`config.mk`:
```
export PLATFORM = sky130hd
export DESIGN_NAME = count_ctrl
export DESIGN_NICKNAME = d
export VERILOG_FILES = /design/src/rtl/count_ctrl_pkg.sv /design/src/rtl/updown_cnt.sv /design/src/rtl/count_ctrl.sv
export SDC_FILE = /design/constraint.sdc
export NUM_CORES = 1
export LEC_CHECK = 0
export ABC_AREA = 1
export BUFFER_PORTS_ARGS = -buffer_cell sky130_fd_sc_hd__buf_2
export CAP_MARGIN = 0
export CORE_ASPECT_RATIO = 0.8
export CORE_MARGIN = 2
export CORE_UTILIZATION = 50
export CTS_CLUSTER_DIAMETER = 60
export DETAILED_ROUTE_END_ITERATION = 10
export PLACE_DENSITY = 0.72
export REMOVE_ABC_BUFFERS = 1
export SLEW_MARGIN = 40
export SYNTH_ARGS = -nofsm -noshare
export SYNTH_HDL_FRONTEND = slang
export SYNTH_SLANG_ARGS = --single-unit
```
`constraint.sdc`:
```
create_clock -name clk -period 2.55 [get_ports clk]
set_clock_uncertainty 0.2 [all_clocks]
set_input_delay 0.51 -clock clk [delete_from_list [all_inputs] [get_ports clk]]
set_output_delay 0.51 -clock clk [all_outputs]
set_load 0.005 [all_outputs]
```
`src/rtl/count_ctrl_pkg.sv`:
```
`default_nettype none
// ============================================================================
//  Module      : count_ctrl_pkg
//  Description : Shared types and constants for the count_ctrl sequencer:
//                FSM state encoding, direction-select codes and a modular
//                distance helper used by the shortest-path direction option.
//  Revision    : 1.0 - initial release
// ============================================================================
package count_ctrl_pkg;

   typedef enum logic [1:0] {
      ST_IDLE = 2'd0,
      ST_RUN  = 2'd1,
      ST_DONE = 2'd2
   } state_t;

   localparam logic DIR_UP   = 1'b0;
   localparam logic DIR_DOWN = 1'b1;

   // Upward distance from from_val to to_val, modulo 2^width.
   function automatic logic [31:0] mod_up_dist(input logic [31:0] from_val,
                                               input logic [31:0] to_val,
                                               input int unsigned width);
      logic [31:0] mask;
      mask = (32'd1 << width) - 32'd1;
      return (to_val - from_val) & mask;
   endfunction

endpackage
`default_nettype wire

```
`src/rtl/updown_cnt.sv`:
```
`default_nettype none
// ============================================================================
//  Module      : updown_cnt
//  Description : WIDTH-bit modular up/down counter. Steps by one LSB on each
//                enabled edge: up when dir=0, down when dir=1.
//  Revision    : 1.0 - initial release
// ============================================================================
module updown_cnt
   import count_ctrl_pkg::*;
#(
   parameter int WIDTH = 4
) (
   input  logic             clk,
   input  logic             rest,
   input  logic             en,
   input  logic             dir,
   output logic [WIDTH-1:0] q
);

   logic [WIDTH-1:0] r_q;

   // Counter register; wraps naturally modulo 2^WIDTH.
   always_ff @(posedge clk or posedge rest) begin
      if (rest) begin
         r_q <= '0;
      end else if (en) begin
         if (dir == DIR_DOWN) begin
            r_q <= r_q - WIDTH'(1);
         end else begin
            r_q <= r_q + WIDTH'(1);
         end
      end
   end

   assign q = r_q;

endmodule
`default_nettype wire

```
`src/rtl/count_ctrl.sv`:
```
`default_nettype none
// ============================================================================
//  Module      : count_ctrl
//  Description : Sequencing controller for the up/down counter datapath.
//                Accepts a target over a valid/ready port, selects the count
//                direction, steps the counter once per PRESCALE cycles until
//                it reaches the target, then pulses done for one cycle.
//                Optional macro COUNT_CTRL_WRAP_SHORTEST_EN selects the
//                shortest modular path (ties go up) instead of a plain
//                magnitude compare.
//  Revision    : 1.0 - initial release
// ============================================================================
module count_ctrl
   import count_ctrl_pkg::*;
#(
   parameter int WIDTH    = 4,
   parameter int PRESCALE = 1
) (
   input  logic             clk,
   input  logic             rest,
   input  logic             cmd_valid,
   output logic             cmd_ready,
   input  logic [WIDTH-1:0] cmd_target,
   input  logic             abort,
   output logic [WIDTH-1:0] cnt_q,
   output logic             dir,
   output logic             busy,
   output logic             done
);

   localparam int c_tick_w = (PRESCALE > 1) ? $clog2(PRESCALE) : 1;
   localparam logic [c_tick_w-1:0] c_tick_last = c_tick_w'(PRESCALE - 1);

   state_t              r_state;
   logic [WIDTH-1:0]    r_target;
   logic [c_tick_w-1:0] r_tick;
   logic                r_dir;
   logic                r_busy;
   logic                r_done;
   logic                r_ready;

   logic [WIDTH-1:0]    w_cnt;
   logic [WIDTH-1:0]    w_next;
   logic                w_last_tick;
   logic                w_step;
   logic                w_dir_sel;

   // A step happens on the last prescale tick of RUN unless abort wins.
   assign w_last_tick = (r_tick == c_tick_last);
   assign w_step      = (r_state == ST_RUN) && w_last_tick && !abort;
   assign w_next      = (r_dir == DIR_DOWN) ? (w_cnt - WIDTH'(1)) : (w_cnt + WIDTH'(1));

`ifdef COUNT_CTRL_WRAP_SHORTEST_EN
   logic [31:0] w_up_dist;

   // Up wins when up_dist <= 2^WIDTH - up_dist, i.e. up_dist <= 2^(WIDTH-1).
   assign w_up_dist = mod_up_dist(32'(w_cnt), 32'(cmd_target), WIDTH);
   assign w_dir_sel = (w_up_dist <= (32'd1 << (WIDTH - 1))) ? DIR_UP : DIR_DOWN;
`else
   // Plain unsigned magnitude compare: the run never wraps.
   assign w_dir_sel = (cmd_target > w_cnt) ? DIR_UP : DIR_DOWN;
`endif

   updown_cnt #(
      .WIDTH (WIDTH)
   ) u_cnt (
      .clk  (clk),
      .rest (rest),
      .en   (w_step),
      .dir  (r_dir),
      .q    (w_cnt)
   );

   // Control FSM with registered handshake/status outputs and prescale tick.
   always_ff @(posedge clk or posedge rest) begin
      if (rest) begin
         r_state  <= ST_IDLE;
         r_target <= '0;
         r_tick   <= '0;
         r_dir    <= DIR_UP;
         r_busy   <= 1'b0;
         r_done   <= 1'b0;
         r_ready  <= 1'b1;
      end else begin
         case (r_state)
            ST_IDLE: begin
               r_done <= 1'b0;
               if (cmd_valid) begin
                  r_target <= cmd_target;
                  r_tick   <= '0;
                  r_ready  <= 1'b0;
                  if (cmd_target == w_cnt) begin
                     // Nothing to count: dir is left as it was.
                     r_state <= ST_DONE;
                     r_done  <= 1'b1;
                  end else begin
                     r_state <= ST_RUN;
                     r_busy  <= 1'b1;
                     r_dir   <= w_dir_sel;
                  end
               end
            end
            ST_RUN: begin
               if (abort) begin
                  r_state <= ST_IDLE;
                  r_busy  <= 1'b0;
                  r_ready <= 1'b1;
                  r_tick  <= '0;
               end else if (w_last_tick) begin
                  r_tick <= '0;
                  if (w_next == r_target) begin
                     r_state <= ST_DONE;
                     r_busy  <= 1'b0;
                     r_done  <= 1'b1;
                  end
               end else begin
                  r_tick <= r_tick + c_tick_w'(1);
               end
            end
            ST_DONE: begin
               r_state <= ST_IDLE;
               r_done  <= 1'b0;
               r_ready <= 1'b1;
            end
            default: begin
               r_state <= ST_IDLE;
               r_busy  <= 1'b0;
               r_done  <= 1'b0;
               r_ready <= 1'b1;
            end
         endcase
      end
   end

   assign cmd_ready = r_ready;
   assign cnt_q     = w_cnt;
   assign dir       = r_dir;
   assign busy      = r_busy;
   assign done      = r_done;

endmodule
`default_nettype wire

```
==> results of run 1 <==
## registers in the layout, summed over array words and instances (netlist names)
| signal | cells |
|---|---|
| busy | 1 |
| cmd_ready | 1 |
| dir | 1 |
| done | 1 |
| r_state | 2 |
| r_target | 4 |
| u_cnt.q | 4 |
## synth_stat cells (all sizes together)
cell	instances
nand2	34
xor2	2
o21ai	11
xnor2	1
inv	20
dfrtp	13
nand3	6
a21oi	3
nor2	7
a22oi	1
fa	1
or2	1
dfstp	1
ha	6
## power groups by stage
stage          Clock, W  Sequential [W]  Combinational, W
6_report       0.000168        0.000433          0.000808
5_1_grt        0.000185        0.000451          0.000940
4_1_cts        0.000172        0.000435          0.000818
3_5_place_dp          0        0.000439          0.000812
3_3_place_gp          0        0.000432          0.000789
2_1_floorplan         0        0.000428          0.000617
## worst register-to-register path, delay by kind of cell, from the launching register on
kind | cells | cell delay [ps]
xor gates and xnor gates | 1 | 120
adders and majority gates | 1 | 610
DFF | 1 | 480
and+or+nand+nor | 7 | 540
## worst paths after layout
kind                       cells after the start  slack (ps)                   start                      end
setup / recovery                               9         510  u_cnt.q[0]$_DFFE_PP0P_         busy$_DFFE_PP0P_
hold / removal                                 2          40                    rest  r_target[2]$_DFFE_PP0P_
setup reg to reg                               9         510  u_cnt.q[0]$_DFFE_PP0P_         busy$_DFFE_PP0P_
hold reg to reg                                2         300        busy$_DFFE_PP0P_         busy$_DFFE_PP0P_
max in group asynchronous                      2        1750                    rest    cmd_ready$_DFFE_PP1P_
min in group clk                               3         250           cmd_target[1]  r_target[1]$_DFFE_PP0P_
## metrics by stage
step	util (%)	total power (W)	instance area, um2	cells
final	62.2	0.00141	1010	148
after global routing	62.2	0.00158	1010	148
after CTS	62.2	0.00143	1010	148
after detailed placement	59.9	0.00125	975	144
after global placement	59.9	0.00122	975	144
after floorplan	-	0.00105	872	107
## final cells by class
class                      count  area [um2]
clock buffer                   4        36.3
fill                         144         616
inverter                      20        75.1
multi-input combinational     73         445
sequential                    14         352
tap                           22        27.5
timing repair buffer          15        75.1
## kinds of logic after synthesis
| logic type | count (synthesis) | synth area share (%) |
|---|---|---|
| simple gates | 48 | 28.3 |
| xor+xnor | 3 | 3.01 |
| fa+ha+maj | 7 | 10.9 |
| compound gates | 15 | 8.89 |
| buf+inv | 20 | 8.61 |
| flops | 14 | 40.3 |
## layer usage
layer | up-vias | part of all wire (%)
li1 | 371 | -
met1 | 319 | 49
met2 | 16 | 43
met3 | 5 | 5.8
met4 | 0 | 1.9
met5 | - | 0
## cells in the final DEF (no fill, tap or decap)
master	netlist	routed
inv_1	20	20
clkbuf_8	0	1
buf_2	0	15
clkbuf_4	0	3
fa_1	1	1
o21ai_1	1	1
o21ai_0	10	10
nor2_1	3	3
a22oi_1	1	1
nand3_2	3	3
dfrtp_1	13	13
nor2_8	1	1
a21oi_1	3	3
xnor2_1	1	1
nor2_4	1	1
xor2_1	2	2
ha_1	6	6
dfstp_2	1	1
nand3_1	3	3
nand2_1	30	30
or2_4	1	1
nor2_2	2	2
nand2_2	4	4
==> summary.txt, run 1 <==
Status
  • Outcome: finished clean

Setup path
  • Crit Path Category: register to register
  • Crit path cell chain: fa_1 -> xnor2_1 -> nand2_1 -> nor2_2 -> nand3_2 -> nand2_2 -> nand3_2 -> nand2_1 -> nand2_1
  • Worst setup EP type: register
  • Top cell by count, worst path: nand2_1
  • Worst path required time: 2540 ps
  • Crit path max-delay cell type: fa_1
  • Buf/Inv on CP: 0
  • Worst path max stage delay: roughly 610 ps
  • CP max FO: 6
  • Crit path DAT: 2030 ps
  • Critical Path Start Type: register
  • CP delay by family, top: adder cells

STA
  • Setup TNS: 0 ps
  • Final min period: ~2000 ps
  • Final cycle utilization of the critical path: 79.9%
  • Peak Freq: between 400 and 500 MHz
  • Slew @ Worst Pin: 534 ps
  • Worst setup margin: between 500 and 600 ps
  • Slew HR: between 60 and 70%
  • Unrepaired setup endpoints after global routing: no
  • Hold Violations, Final: 0
  • Setup violators final: 0
  • Fin. max-slew vios: 0
  • Final hold slack: 35.8 ps

Routing
  • Total wire length: 1690 um
  • DR vias: between 700 and 800
  • TritonRoute pass-1 iters: 4
  • Via density: 4.80
  • ANT nets after route: 0
  • 1st-iter DRT viols: 10
  • DR WL/cell: 11.4 um
  • DRC: 0

GRT
  • Vias in the first global route: 665
  • Total Routing Usage GR: 21.2%
  • GRT overflow: 0
  • Largest net degree at the start of global routing: 15
  • Initial antenna violation count: 0
  • M3 GR Usage: 6.43%
  • Met1 Track Usage GR: 28.0%
  • M2 GR Usage: roughly a third
  • First-pass GRT wire length: 3050 um
  • GR peak layer: met2

Logic synthesis
  • Largest cells by area after synthesis: dfrtp_1 37%, nand2_1 13%, ha_1 8.6%
  • Cells after synthesis: 107
  • Yosys top cell by area: dfrtp_1
  • Synth Cell Area: between 800 and 900 um2
  • Top-area cell type share of the netlist area: 37.3%
  • Sequential-to-total area share from yosys stat: between 40% and 50%
  • Syn_area_per_cell: 8.15 um2
  • Syn. warnings: 0
  • Flops & latches, synth: 14
  • Yosys cell types: 20

Place
  • DP HPWL: 1320 um
  • IO Port Bufs: 15
  • Dpl ws: 501 ps
  • Routability cong.: 0.853

Pwr
  • Comb pwr share: 57.3%
  • Internal Power: 0.000758 W
  • Clock power frac: 11.9%
  • Switching share of power: around 46%
  • Worst IR Drop VDD: 0.777 mV
  • Register share of total power: 30.7%
  • PwrDens: ~1400 nW/um2
  • Pleak: 0.575 nW
  • Net Switching: approximately 0.00065 W

Finish
  • Synthesis-to-layout area growth: 15.9%
  • NumNets Final: 142
  • Ant. Diodes: 0
  • Layout cells sized above 1: between 20% and 30%

Clock network
  • Worst-Skew Late Latency: 290 ps
  • Total CTS buffers: 3
  • CTS max path bufs: 2
  • CTS tree: done
  • Number of H-tree levels: 1
  • Sink Count: 14
  • Root buffer cell: clkbuf_4
  • Clock-pin slew on the worst setup and hold paths: ~90 ps
  • # Post-CTS Setup Buffers: 0
  • Hold Buf Count CTS: 0
  • Post_cts resized: 0

Hold path
  • Hold/Removal Path Class: input pin to async pin

Die
  • Starting Density: 53.6%
  • DIE WIDTH: between 50 and 60 um
  • Core box area: 1630 um2
  • Die Height: ~41 um
  • Die area: 2100 um2
  • # IOs: 16
  • # rows: 13

Run
  • Max_cap viols: 0
(Power assumes the default switching activity.)
==> inputs of run 2 (changes only) <==
Clock period 2.55 ns to 2 ns, I/O delays scaled along.
==> run 2 against run 1 <==
  * Global-route usage fell by 1.1 points
  * Highest routed layer unchanged
  * Clock-buffer cell count did not move
  * Sequential cell count did not move
  * Largest power group unchanged
  * Clock power rose by 24%
  * Register-to-register slack got worse by 500 ps
  * Cell count rose by 4.1%
  * Combinational power rose by 45%
  * Via count rose by 3.8%
  * Die area did not move
==> summary.txt, run 2 (synthesized netlist as in run 1, its figures left out) <==
Clock network
  • CTS max path bufs: 2
  • CTS tree: done
  • Number of H-tree levels: 1
  • Root buffer cell: clkbuf_4
  • Sink Count: 14
  • Clock-pin slew on the worst setup and hold paths: 90 ps
  • Worst-Skew Late Latency: roughly 280 ps
  • Total CTS buffers: 3

Die
  • Core box area: 1630 um2
  • DIE WIDTH: between 50 and 60 um
  • # rows: 13
  • Die Height: roughly 41 um
  • Die area: about 2100 um2
  • Starting Density: 53.6%
  • # IOs: 16

STA
  • Final cycle utilization of the critical path: slightly below 100%
  • Setup TNS: 0 ps
  • Setup violators final: 0
  • Peak Freq: 503 MHz
  • Worst setup margin: about 14 ps
  • Slew @ Worst Pin: 550 ps
  • Hold Violations, Final: 0
  • Final hold slack: about 140 ps
  • Final min period: between 1500 and 2000 ps
  • Slew HR: 63.3%
  • Unrepaired setup endpoints after global routing: yes
  • Fin. max-slew vios: 0

Setup path
  • Flop-to-flop setup slack: 10 ps
  • Reg2Reg Depth: 9
  • Worst path required time: 1980 ps
  • Reg2reg start: u_cnt.q[0]$_DFFE_PP0P_
  • Crit Path Category: register to register
  • Critical Path Start Type: register
  • CP max FO: 3
  • Crit path DAT: 1970 ps
  • RR Endpoint: busy$_DFFE_PP0P_
  • Worst setup EP type: register

Routing
  • DR vias: 738
  • DR WL/cell: 12.0 um
  • 1st-iter DRT viols: 15
  • Total wire length: 1850 um
  • Via density: 4.79
  • DRC: 0
  • ANT nets after route: 0
  • TritonRoute pass-1 iters: 4

Hold path
  • Hold depth: 3
  • Hold path startpoint: cmd_target[1]
  • Worst hold endpoint: r_target[1]$_DFFE_PP0P_
  • Hold/Removal Path Class: input pin to register

Finish
  • Multi-input logic area: 448 um2
  • FF+latch area: 352 um2
  • Fillers: 151
  • Layout cells sized above 1: 28.8%
  • Commonest cells after routing, fill and taps aside: 29 x nand2_1, 20 x inv_1, 15 x buf_2, 13 x dfrtp_1, 10 x o21ai_0
  • Synthesis-to-layout area growth: 21.7%
  • Most common cell after layout, fill and taps aside: nand2_1
  • Ant. Diodes: 0
  • NumNets Final: about 150

Place
  • IO Port Bufs: 15
  • Dpl ws: 44.9 ps
  • DP HPWL: 1350 um
  • Routability cong.: 0.838

Pwr
  • Pleak: 0.605 nW
  • Worst IR Drop VDD: 1.16 mV
  • PwrDens: ~1800 nW/um2
  • Total Power: 0.00190 W

GRT
  • Largest net degree at the start of global routing: 15
  • Total Routing Usage GR: 20.1%
  • Initial antenna violation count: 0
  • GRT overflow: 0
  • First-pass GRT wire length: 2920 um
  • Vias in the first global route: 671

Run
  • Max_cap viols: 0

Status
  • Outcome: finished clean
-- run 2: cell types whose count changed in the layout (fill, tap and decap cells not counted), sizes merged --
cell and change:
buf +5, dlygate4sd3 +1
-- run 2: repair_timing --
| action | CTS | global route |
|---|---|---|
| hold endpoints to repair | 13 | 0 |
| hold buffers | 1 | 0 |
| buffers inserted | 2 | 1 |
| pin swaps | 2 | 5 |
| resized for setup | 0 | 1 |
| endpoints found under the setup margin | 1 | 3 |
-- run 2: cell type report --
cell class	instances	area share (%)
flip-flops and latches	14	33.1
clock buffers	4	3.42
well taps	22	2.59
repair buffers	21	11.6
inverters	20	7.08
multi-input cells	73	42.2
-- run 2: report_power, final --
group / switching [W] / total, W / leakage, nW / internal, W
clock: 0.0000978 / 0.000209 / 0.0210 / 0.000111
sequential: 0.000104 / 0.000531 / 0.173 / 0.000427
combinational: 0.000676 / 0.00117 / 0.411 / 0.000489
total: 0.000877 / 0.00190 / 0.605 / 0.00103
-- run 2: worst max path at each step --
stage	startpoint	endpoint	slack, ps	cells past startpoint
6_report	u_cnt.q[0]$_DFFE_PP0P_	busy$_DFFE_PP0P_	10	9
5_1_grt	u_cnt.q[0]$_DFFE_PP0P_	busy$_DFFE_PP0P_	-140	9
4_1_cts	u_cnt.q[1]$_DFFE_PP0P_	busy$_DFFE_PP0P_	8	9
3_5_place_dp	u_cnt.q[1]$_DFFE_PP0P_	busy$_DFFE_PP0P_	40	9
3_3_place_gp	u_cnt.q[0]$_DFFE_PP0P_	busy$_DFFE_PP0P_	100	9
2_1_floorplan	u_cnt.q[0]$_DFFE_PP0P_	busy$_DFFE_PP0P_	60	9
-- run 2: critical path, cell delays in order, from the launching register on --
cell	delay (ps)
dfrtp_1	400
fa_1	600
xnor2_1	130
nand2_1	80
nor2_2	130
nand3_2	90
nand2_2	90
nand3_2	60
nand2_1	60
nand2_1	50
-- run 2: routing by layer --
metal / GRT usage (%) / part of all wire (%) / wire length (um) / up-vias
met4: 7.43 / 0.65 / 12 / 0
met5: 0 / 0 / 0 / -
li1: - / - / - / 382
met1: 25.1 / 48 / 885 / 336
met2: 33.2 / 47 / 868 / 18
met3: 7.14 / 4.7 / 87 / 2
-- run 2: stage by stage --
stage               cell area, um2  std cells  utilization (%)
detailed placement             990        146             60.8
floorplan                      872        107                -
global placement               990        146             60.8
CTS                           1050        153             64.6
global route                  1060        154             65.2
finish                        1060        154             65.2
